==> src/rtl/display_sched_pkg.sv <==
// Shared types and constants for the time-display scheduler.
// Seconds-of-day values are 17 bits wide, covering 0..86399.
package display_pkg;

  typedef enum logic [1:0] {
    SHOW_CLOCK = 2'd0,
    SHOW_ALARM = 2'd1,
    EDIT       = 2'd2,
    RING       = 2'd3
  } view_state_t;

  typedef enum logic [1:0] {
    FIELD_SEC  = 2'd0,
    FIELD_MIN  = 2'd1,
    FIELD_HOUR = 2'd2,
    FIELD_NONE = 2'd3
  } edit_field_t;

  localparam logic [16:0] SECS_PER_DAY = 17'd86400;
  localparam logic [16:0] NIGHT_START  = 17'd79200;
  localparam logic [16:0] NIGHT_END    = 17'd25200;

  localparam logic [5:0] MASK_SEC  = 6'b000011;
  localparam logic [5:0] MASK_MIN  = 6'b001100;
  localparam logic [5:0] MASK_HOUR = 6'b110000;
  localparam logic [5:0] MASK_NONE = 6'b000000;
  localparam logic [5:0] MASK_ALL  = 6'b111111;

  function automatic logic [5:0] field_mask(input logic [1:0] field);
    logic [5:0] mask;
    case (edit_field_t'(field))
      FIELD_SEC:  mask = MASK_SEC;
      FIELD_MIN:  mask = MASK_MIN;
      FIELD_HOUR: mask = MASK_HOUR;
      default:    mask = MASK_NONE;
    endcase
    return mask;
  endfunction

  // Night spans midnight, so it is the union of the two ends of the day.
  function automatic logic is_night(input logic [16:0] t);
    return (t >= NIGHT_START) || (t < NIGHT_END);
  endfunction

endpackage

==> src/rtl/display_sched_tick_gen.sv <==
// Free-running divider: a registered one-cycle pulse every DIV clock cycles.
// The first pulse appears DIV cycles after reset release.
module tick_gen #(
  parameter int DIV = 10
) (
  input  logic clk,
  input  logic reset,
  output logic tick
);

  localparam int CW = (DIV > 1) ? $clog2(DIV) : 1;
  localparam logic [CW-1:0] LAST = CW'(DIV - 1);

  logic [CW-1:0] cnt_r;

  // Wrapping counter with the pulse registered on the wrap.
  always_ff @(posedge clk) begin
    if (reset) begin
      cnt_r <= '0;
      tick  <= 1'b0;
    end else if (cnt_r == LAST) begin
      cnt_r <= '0;
      tick  <= 1'b1;
    end else begin
      cnt_r <= cnt_r + 1'b1;
      tick  <= 1'b0;
    end
  end

endmodule

==> src/rtl/display_sched.sv <==
// Chooses the value and blank mask shown on the 6-digit time display.
// Optional night dimming is enabled by defining NIGHT_DIM_EN.
module display_sched
  import display_pkg::*;
#(
  parameter int CLK_HZ         = 100000000,
  parameter int SCAN_HZ        = 1000,
  parameter int BLINK_HZ       = 2,
  parameter int VIEW_TIMEOUT_S = 5
) (
  input  logic        clk,
  input  logic        reset,
  input  logic [16:0] cur_time,
  input  logic [16:0] alarm_time,
  input  logic [16:0] edit_time,
  input  logic        edit_active,
  input  logic [1:0]  edit_field,
  input  logic        alarm_view_req,
  input  logic        alarm_ringing,
  output logic [16:0] disp_time,
  output logic [5:0]  digit_blank,
  output logic        scan_tick,
  output logic [1:0]  view_state
);

  localparam int VW = $clog2(VIEW_TIMEOUT_S + 1);
  localparam logic [VW-1:0] VIEW_LAST = VW'(VIEW_TIMEOUT_S - 1);

  logic          blink_pulse_s;
  logic          sec_pulse_s;
  view_state_t   state_r;
  view_state_t   state_next_s;
  logic [VW-1:0] view_cnt_r;
  logic [VW-1:0] view_cnt_next_s;
  logic          blink_phase_r;
  logic          blink_next_s;
  logic [16:0]   disp_next_s;
  logic [5:0]    blank_base_s;
  logic [5:0]    blank_next_s;

  tick_gen #(.DIV(CLK_HZ / SCAN_HZ))        u_scan  (.clk(clk), .reset(reset), .tick(scan_tick));
  tick_gen #(.DIV(CLK_HZ / (2 * BLINK_HZ))) u_blink (.clk(clk), .reset(reset), .tick(blink_pulse_s));
  tick_gen #(.DIV(CLK_HZ))                  u_sec   (.clk(clk), .reset(reset), .tick(sec_pulse_s));

  assign view_state = state_r;

  // Next state, view timer and output selection; outputs follow the next state.
  always_comb begin
    state_next_s    = state_r;
    view_cnt_next_s = view_cnt_r;
    blink_next_s    = blink_pulse_s ? ~blink_phase_r : blink_phase_r;
    if (edit_active) begin
      state_next_s = EDIT;
    end else begin
      case (state_r)
        EDIT:       state_next_s = alarm_ringing ? RING : SHOW_CLOCK;
        RING:       state_next_s = alarm_ringing ? RING : SHOW_CLOCK;
        SHOW_CLOCK: begin
          if (alarm_ringing) begin
            state_next_s = RING;
          end else if (alarm_view_req) begin
            state_next_s    = SHOW_ALARM;
            view_cnt_next_s = '0;
          end else begin
            state_next_s = SHOW_CLOCK;
          end
        end
        SHOW_ALARM: begin
          if (alarm_ringing) begin
            state_next_s = RING;
          end else if (alarm_view_req) begin
            state_next_s = SHOW_CLOCK;
          end else if (sec_pulse_s) begin
            view_cnt_next_s = view_cnt_r + 1'b1;
            state_next_s    = (view_cnt_r == VIEW_LAST) ? SHOW_CLOCK : SHOW_ALARM;
          end else begin
            state_next_s = SHOW_ALARM;
          end
        end
        default:    state_next_s = SHOW_CLOCK;
      endcase
    end

    case (state_next_s)
      SHOW_CLOCK: begin disp_next_s = cur_time;   blank_base_s = MASK_NONE; end
      SHOW_ALARM: begin disp_next_s = alarm_time; blank_base_s = MASK_NONE; end
      EDIT:       begin
        disp_next_s  = edit_time;
        blank_base_s = blink_next_s ? field_mask(edit_field) : MASK_NONE;
      end
      RING:       begin
        disp_next_s  = cur_time;
        blank_base_s = blink_next_s ? MASK_ALL : MASK_NONE;
      end
      default:    begin disp_next_s = cur_time;   blank_base_s = MASK_NONE; end
    endcase
  end

`ifdef NIGHT_DIM_EN
  logic [1:0] dim_cnt_r;
  logic [1:0] dim_next_s;
  logic       dim_hit_s;

  // Display lit on only one scan period in four at night, in the plain views.
  always_comb begin
    dim_next_s   = scan_tick ? (dim_cnt_r + 2'd1) : dim_cnt_r;
    dim_hit_s    = ((state_next_s == SHOW_CLOCK) || (state_next_s == SHOW_ALARM)) &&
                   is_night(cur_time) && (dim_next_s != 2'd0);
    blank_next_s = dim_hit_s ? MASK_ALL : blank_base_s;
  end

  // Dim phase counter.
  always_ff @(posedge clk) begin
    if (reset) begin
      dim_cnt_r <= 2'd0;
    end else begin
      dim_cnt_r <= dim_next_s;
    end
  end
`else
  assign blank_next_s = blank_base_s;
`endif

  // State, timers and registered outputs.
  always_ff @(posedge clk) begin
    if (reset) begin
      state_r       <= SHOW_CLOCK;
      view_cnt_r    <= '0;
      blink_phase_r <= 1'b0;
      disp_time     <= 17'd0;
      digit_blank   <= 6'b000000;
    end else begin
      state_r       <= state_next_s;
      view_cnt_r    <= view_cnt_next_s;
      blink_phase_r <= blink_next_s;
      disp_time     <= disp_next_s;
      digit_blank   <= blank_next_s;
    end
  end

endmodule

==> config.mk <==
export PLATFORM = sky130hd
export DESIGN_NAME = display_sched
export DESIGN_NICKNAME = d
export VERILOG_FILES = /design/src/rtl/display_sched_pkg.sv /design/src/rtl/display_sched_tick_gen.sv /design/src/rtl/display_sched.sv
export SDC_FILE = /design/constraint.sdc
export NUM_CORES = 1
export LEC_CHECK = 0
export ABC_CLOCK_PERIOD_IN_PS = 6400
export BUFFER_PORTS_ARGS = -buffer_cell sky130_fd_sc_hd__buf_2
export CORE_MARGIN = 2
export CORE_UTILIZATION = 35
export CTS_CLUSTER_DIAMETER = 30
export DETAILED_ROUTE_END_ITERATION = 8
export GPL_TIMING_DRIVEN = 0
export PLACE_DENSITY = 0.67
export SLEW_MARGIN = 30
export SYNTH_ARGS = -nofsm -noshare
export SYNTH_HDL_FRONTEND = slang
export SYNTH_SLANG_ARGS = --single-unit
export TNS_END_PERCENT = 1
==> constraint.sdc <==
create_clock -name clk -period 6.4 [get_ports clk]
set_input_delay 0.32 -clock clk [delete_from_list [all_inputs] [get_ports clk]]
set_output_delay 0.32 -clock clk [all_outputs]
set_load 0.005 [all_outputs]
==> summary.txt, run 1 <==
Status
  – Outcome: finished, final reports clean

Place
  – Setup Slack @ Placement: 3.68 ns
  – Final HPWL DP: 7440 microns
  – GPL Wtd Cong: 0.818
  – Cell count after placement: 779
  – Port Buffers: 83

Detailed routing
  – Top sig layer: met4
  – Post-route ant nets: 0
  – Met3 wire length: 560 microns
  – Via count: 4075
  – Post-DR vias/cell: 5.13
  – DRC violation count after routing: 0
  – WL/cell: 12.7 microns
  – Iter 0 DRT Violations: 243
  – Final WL: 10100 microns
  – Met2 WL: 4880 microns
  – 1st-pass router iterations: 4
  – Met1 Routed Length: 4370 microns

STA
  – Final setup viols: 0
  – Tcrit/Tclk final: 43.1%
  – Slew at the pin closest to its max-slew limit: 0.568 ns
  – Setup TNS: 0 ns
  – Max-slew headroom: 62.1%
  – Final hold vios: 0
  – Slew Viols, Final: 0
  – Final worst slack: 3.64 ns
  – RSZ-0062 raised after global routing: no
  – Min cycle time layout: 2.76 ns
  – Fmax: 362 MHz
  – Worst Clk Skew: 0.00762 ns
  – Final hold slack: 0.209 ns

Setup path
  – Setup CP Type: flip-flop to flip-flop
  – CP Launch Type: flip-flop
  – Crit. End Element: flip-flop
  – WP data required: 6.67 ns
  – Crit-path max cell delay: 0.44 ns
  – CP cell instances: inv_1 > ha_1 > nand3_1 > a21oi_1 > o21ba_2 > or2_2 > ha_1 > clkbuf_1 > clkbuf_1 > a22oi_1 > nor2_1 > a21oi_1 > nor2_1
  – Worst Path Max Fanout: 10
  – Worst Path Arrival: 3.03 ns
  – Critical path's slowest cell: clkbuf_1

Global route
  – Largest net degree at the start of global routing: 17
  – Initial antenna violation count: 0
  – First-pass GRT wire length: 16300 microns
  – Remaining Overflow, GRT: 0
  – Vias in the first global route: 3831
  – GR Util All Layers: 14.8%

Pwr
  – Leak: 1.99 nW
  – Sw Share: 22.3%
  – Comb power frac: 7.8%
  – Psw: 0.295 mW
  – Worst vdd ir: 147 uV
  – Pwr/cell area: 244 mW/mm^2
  – Pint: 1.03 mW
  – Reg power frac: 48.0%
  – Clock Power Share: 44.3%

Yosys
  – Count leader, synth: dfxtp_1
  – Yosys reg bits: 98
  – Post-synth top area share: 44.2%
  – Syn Nets: 590
  – Post-synth top cells: dfxtp_1, nor2_1, a21oi_1, xnor2_1
  – Top cells by area, synth: dfxtp_1, nor2_1, xnor2_1
  – Post-synth top flop: dfxtp_1
  – Async set-reset flop share out of synthesis: 0%
  – Post-synth EDFFs: 0
  – Synthesized cell area: 0.00444 sq mm
  – Post-Syn Instances: 524
  – Cell variety after synth: 45
  – Mean Syn Cell Area: 8.47 sq um
  – Warnings from Yosys: 0
  – Synth area leader: dfxtp_1
  – Seq/Total Area, Yosys: 44.2%

Floorplanning
  – Die area: 0.0136 sq mm
  – # IOs: 84
  – Starting Density: 35.5%
  – Die X: 117 microns
  – Placement row count: 41
  – Core area: 0.0125 sq mm
  – DIE HEIGHT: 117 microns

Clock tree
  – Clock Sinks: 98
  – CTS tree: built
  – Clock Tree Buf Depth: 2
  – CTS clk-pin slew, worst paths: 0.07 ns
  – CTS H-tree lvls: 3
  – Post-CTS setup buffer count: 0
  – Post-CTS Hold Buffers: 0
  – Worst-Skew Late Latency: 0.34 ns
  – Number of CTS-inserted buffers: 9
  – Post-CTS sizing: 0
  – Root Driver: clkbuf_16

Final layout
  – Nets: 684
  – Post-Layout Cell Count: 795
  – Layout Utilization: 43.1%
  – Area grow syn2layout: 21.6%
  – Fraction of layout cells with a size suffix above 1: 19.6%
  – N_diodes: 0

Run
  – MaxCap Viol Count: 0

Min path
  – Min-delay worst type: primary input to flip-flop
==> per-stage QoR <==
step,instance area (sq um),power (mW)
after detailed placement,5070,0.749
final,5400,1.32
after global routing,5400,1.37
after floorplan,4440,0.704
after global placement,5070,0.747
after CTS,5400,1.33
==> cells by family (layout without fill, tap and decap cells) <==
family	Yosys count	in the layout	synth area share, %
and+or+nand+nor	236	236	27.5
DFF	98	98	44.2
AOI/OAI and AO/OA	96	96	12.9
buffers and inverters	45	144	5.02
xor gates and xnor gates	40	40	7.89
adders and majority gates	8	8	2.26
muxes	1	1	0.226
==> critical path: cells and delay by family (launching register included) <==
family,cells,cell delay [ns]
simple gates,4,0.58
fa+ha+maj,2,0.47
compound gates,4,0.49
buf+inv,3,0.79
flops,1,0.37
==> registers in the layout (all words and copies together) (netlist names), 2 cells and up <==
name           flops
digit_blank        3
disp_time         17
u_blink.cnt_r     25
u_scan.cnt_r      17
u_sec.cnt_r       27
view_cnt_r         3
view_state         2
==> power groups by stage <==
stage / Combinational [mW] / Sequential (mW) / Clock (mW)
finish: 0.103 / 0.633 / 0.584
CTS: 0.104 / 0.633 / 0.595
global placement: 0.101 / 0.646 / 0
global route: 0.116 / 0.634 / 0.619
floorplan: 0.0567 / 0.647 / 0
detailed placement: 0.103 / 0.647 / 0
==> layout make-up <==
| class | count | area [sq um] |
|---|---|---|
| Buffer | 26 | 151 |
| Timing Repair Buffer | 83 | 415 |
| Inverter | 19 | 71.3 |
| Clock buffer | 10 | 239 |
| Tap cell | 172 | 215 |
| Fill cell | 1235 | 7120 |
| Clock inverter | 6 | 90.1 |
| Sequential cell | 98 | 1960 |
| Multi-Input combinational cell | 381 | 2250 |
==> routing by layer <==
metal  global-route usage [%]  vias to the layer above
met5                        0                        -
met4                     7.53                        0
met3                     2.44                       27
met2                     27.6                      131
met1                     16.0                     1875
li1                         -                     2042
==> path summary, 6_finish.rpt <==
path	endpoint	slack [ns]	cells after the start	start
hold reg to reg	u_sec.cnt_r[0]	0.45	1	u_sec.cnt_r[0]
setup reg to reg	disp_time[13]	3.64	13	view_cnt_r[0]
hold / removal	view_state[0]	0.21	2	edit_active
setup / recovery	disp_time[13]	3.64	13	view_cnt_r[0]
==> layout by cell type (no fill, tap or decap), types with 2 or more instances in the layout <==
cell type / count
nor3_1: 13
o31ai_1: 10
inv_1: 19
nor2_1: 96
or4b_2: 3
buf_2: 87
nand4b_1: 2
nand3_1: 24
a31o_2: 2
clkinv_4: 2
xnor2_1: 31
a21oi_1: 44
nand2_1: 24
nor4b_1: 4
or3_1: 17
or2_2: 2
xor2_1: 9
dfxtp_1: 98
a22oi_1: 17
nand4_1: 13
bufinv_16: 2
nor2b_1: 3
and4_1: 4
a31oi_1: 3
ha_1: 8
nor4_1: 9
and3_1: 2
or4_1: 13
clkbuf_16: 9
buf_4: 3
o21ai_0: 16
clkbuf_1: 15
Power figures use the tool's default switching activity.
==> run 2, diff against run 1 <==
--- a/config.mk
+++ b/config.mk
@@ -5,14 +5,14 @@
 export SDC_FILE = /design/constraint.sdc
 export NUM_CORES = 1
 export LEC_CHECK = 0
-export ABC_CLOCK_PERIOD_IN_PS = 6400
+export ABC_CLOCK_PERIOD_IN_PS = 2400
 export BUFFER_PORTS_ARGS = -buffer_cell sky130_fd_sc_hd__buf_2
 export CORE_MARGIN = 2
 export CORE_UTILIZATION = 35
 export CTS_CLUSTER_DIAMETER = 30
 export DETAILED_ROUTE_END_ITERATION = 8
 export GPL_TIMING_DRIVEN = 0
-export PLACE_DENSITY = 0.67
+export PLACE_DENSITY = 0.69
 export SLEW_MARGIN = 30
 export SYNTH_ARGS = -nofsm -noshare
 export SYNTH_HDL_FRONTEND = slang
==> constraint.sdc (replaced) <==
create_clock -name clk -period 2.4 [get_ports clk]
set_input_delay 0.12 -clock clk [delete_from_list [all_inputs] [get_ports clk]]
set_output_delay 0.12 -clock clk [all_outputs]
set_load 0.005 [all_outputs]
==> run 2 against run 1 <==
  * Total power grew to 2.6 times the previous value
  * Worst setup slack worse by 3.5 ns
  * Clock power rose to 2.6 times the previous value
  * Largest power group unchanged
  * Sequential share of layout area is 0.16 points lower
  * Largest cell class unchanged
==> summary.txt, run 2 (synthesized netlist as in run 1, its figures left out) <==
Clock tree
  – Worst-Skew Late Latency: 0.34 ns (about the same)
  – Number of CTS-inserted buffers: 9 (unchanged)
  – Root Driver: clkbuf_16
  – CTS H-tree lvls: 3 (unchanged)
  – CTS clk-pin slew, worst paths: 0.06 ns (about the same)
  – Clock Tree Buf Depth: 2 (unchanged)
  – Post-CTS setup buffer count: 0 (unchanged)
  – Clock Sinks: 98 (unchanged)
  – CTS tree: built

Setup path
  – CP bufs+invs: 2 (-1)
  – Cell mode on critical path: nor2_1
  – Worst Path Arrival: 2.45 ns (-0.58 ns)
  – WP data required: 2.61 ns (-4.06 ns)
  – Crit. End Element: flip-flop
  – Crit-path max cell delay: 0.34 ns (-0.10 ns)
  – CP cell instances: inv_1 > ha_1 > nand3_1 > a21oi_1 > o21ba_2 > or2_2 > ha_4 > buf_4 > a22oi_1 > nor2_1 > a21oi_2 > nor2_1
  – Worst Path Max Fanout: 10 (unchanged)
  – Worst R2R Setup Slack: 0.17 ns (-3.47 ns)
  – Critical path's slowest cell: dfxtp_2
  – CP Launch Type: flip-flop
  – Setup CP Type: flip-flop to flip-flop
  – CP top delay family: compound AO/OA/AOI/OAI gates
  – CP startpoint: view_cnt_r[0]
  – Reg-to-reg critical path startpoint: view_cnt_r[0]

Detailed routing
  – DRC violation count after routing: 0 (unchanged)
  – Via count: 3994 (-2.0%)
  – Final WL: 10100 microns (about the same)
  – Post-DR vias/cell: 5.04 (-1.6%)
  – Iter 0 DRT Violations: 204 (-16%)
  – Post-route ant nets: 0 (unchanged)
  – 1st-pass router iterations: 4 (unchanged)
  – WL/cell: 12.8 microns (+0.42%)

STA
  – Final hold vios: 0 (unchanged)
  – Final setup viols: 0 (unchanged)
  – Setup TNS: 0 ns (unchanged)
  – Max-slew headroom: 61.8% (-0.34 points)
  – RSZ-0062 raised after global routing: no
  – Worst Clk Skew: 0.00763 ns (+0.00000954 ns)
  – Min cycle time layout: 2.23 ns (-0.526 ns)
  – Final hold slack: 0.0113 ns (-0.198 ns)
  – Slew at the pin closest to its max-slew limit: 0.573 ns (+0.00507 ns)
  – Fmax: 448 MHz (+24%)
  – Slew Viols, Final: 0 (unchanged)
  – Tcrit/Tclk final: 93.1% (+50 points)

Global route
  – First-pass GRT wire length: 16400 microns (+0.12%)
  – GR Util All Layers: 15.0% (+0.26 points)
  – Initial antenna violation count: 0 (unchanged)
  – Largest net degree at the start of global routing: 15 (-2)
  – Vias in the first global route: 3723 (-2.8%)
  – Remaining Overflow, GRT: 0 (unchanged)

Final layout
  – Post-Layout Cell Count: 792 (-0.38%)
  – Area grow syn2layout: 22.2%
  – Commonest non-fill, non-tap cell in the layout: dfxtp_1
  – Nets: 683 (-0.15%)
  – Most flops, register: u_sec.cnt_r
  – Largest registers: u_sec.cnt_r: 27 flops, u_blink.cnt_r: 25 flops
  – Max FFs per register: 27 (unchanged)
  – Fraction of layout cells with a size suffix above 1: 21.5% (+1.9 points)
  – Most frequent cells in the layout: dfxtp_1, nor2_1, buf_2
  – N_diodes: 0 (unchanged)

Min path
  – Hold path startpoint: alarm_time[1]
  – Min-delay worst type: primary input to flip-flop

Floorplanning
  – DIE HEIGHT: 117 microns (unchanged)
  – Starting Density: 35.5% (unchanged)
  – Die area: 0.0136 sq mm (unchanged)
  – # IOs: 84 (unchanged)
  – Core area: 0.0125 sq mm (unchanged)
  – Die X: 117 microns (unchanged)
  – Placement row count: 41 (unchanged)

Place
  – Final HPWL DP: 7520 microns (+1.1%)
  – Cell count after placement: 779 (unchanged)
  – GPL Wtd Cong: 0.833 (+1.8%)
  – Port Buffers: 83 (unchanged)

Pwr
  – Worst vdd ir: 310 uV (+110%)
  – Leak: 2.00 nW (+0.75%)
  – Pwr/cell area: 640 mW/mm^2 (+160%)

Run
  – MaxCap Viol Count: 0 (unchanged)

Status
  – Outcome: finished, final reports clean
[run 2: cell count changes in the layout (fill, tap and decap cells not counted), sizes merged]
cell,change
dlygate4sd3,+1
buf,+2
clkinvlp,-1
clkinv,-2
clkbuf,-3
[run 2: final cells by class]
class,instances,area (sq um)
fillers,1250,7090
multi-input cells,381,2290
flip-flops and latches,98,1960
inverters,19,71.3
plain buffers,24,154
clock inverters,3,65.1
well taps,172,215
clock buffers,11,243
repair buffers,84,425
[run 2: power breakdown]
| group | leakage, nW | total, mW | switching [mW] | internal, mW |
|---|---|---|---|---|
| logic | 1.05 | 0.289 | 0.155 | 0.134 |
| clock network | 0.151 | 1.49 | 0.566 | 0.928 |
| registers | 0.796 | 1.69 | 0.0208 | 1.67 |
| total | 2.00 | 3.47 | 0.742 | 2.73 |
[run 2: worst reg2reg max path, stage by stage, from the launching register on]
cell and delay (ns):
dfxtp_2 0.34, inv_1 0.05, ha_1 0.20, nand3_1 0.08, a21oi_1 0.08, o21ba_2 0.22, or2_2 0.30, ha_4 0.26
buf_4 0.18, a22oi_1 0.16, nor2_1 0.07, a21oi_2 0.12, nor2_1 0.05
[run 2: final timing paths]
kind | end | cells after the start
setup / recovery | disp_time[13] | 12
hold / removal | disp_time[1] | 3
setup reg to reg | disp_time[13] | 12
hold reg to reg | u_scan.cnt_r[0] | 1
[run 2: routing by layer]
| layer | track usage [%] | share of wire [%] |
|---|---|---|
| met1 | 16.8 | 43 |
| met2 | 28.4 | 50 |
| met3 | 2.28 | 5.0 |
| met4 | 5.96 | 1.6 |
| met5 | 0 | 0 |
[run 2: metrics by stage]
step	utilization, %	power (mW)	instance area (sq um)	worst slack (ns)
2_1_floorplan	-	1.88	4440	0.0843
3_3_place_gp	40.5	1.99	5070	-0.194
3_5_place_dp	40.5	2.00	5070	-0.308
4_1_cts	43.2	3.50	5410	0.00981
5_1_grt	43.3	3.62	5430	0.00166
6_report	43.3	3.47	5430	0.166
[run 2: what timing repair did]
| item | CTS | global route |
|---|---|---|
| endpoints found under the hold margin | 1 | 0 |
| pin swaps | 0 | 1 |
| hold buffers | 1 | 0 |
| endpoints found under the setup margin | 13 | 17 |
| resized for setup | 7 | 14 |
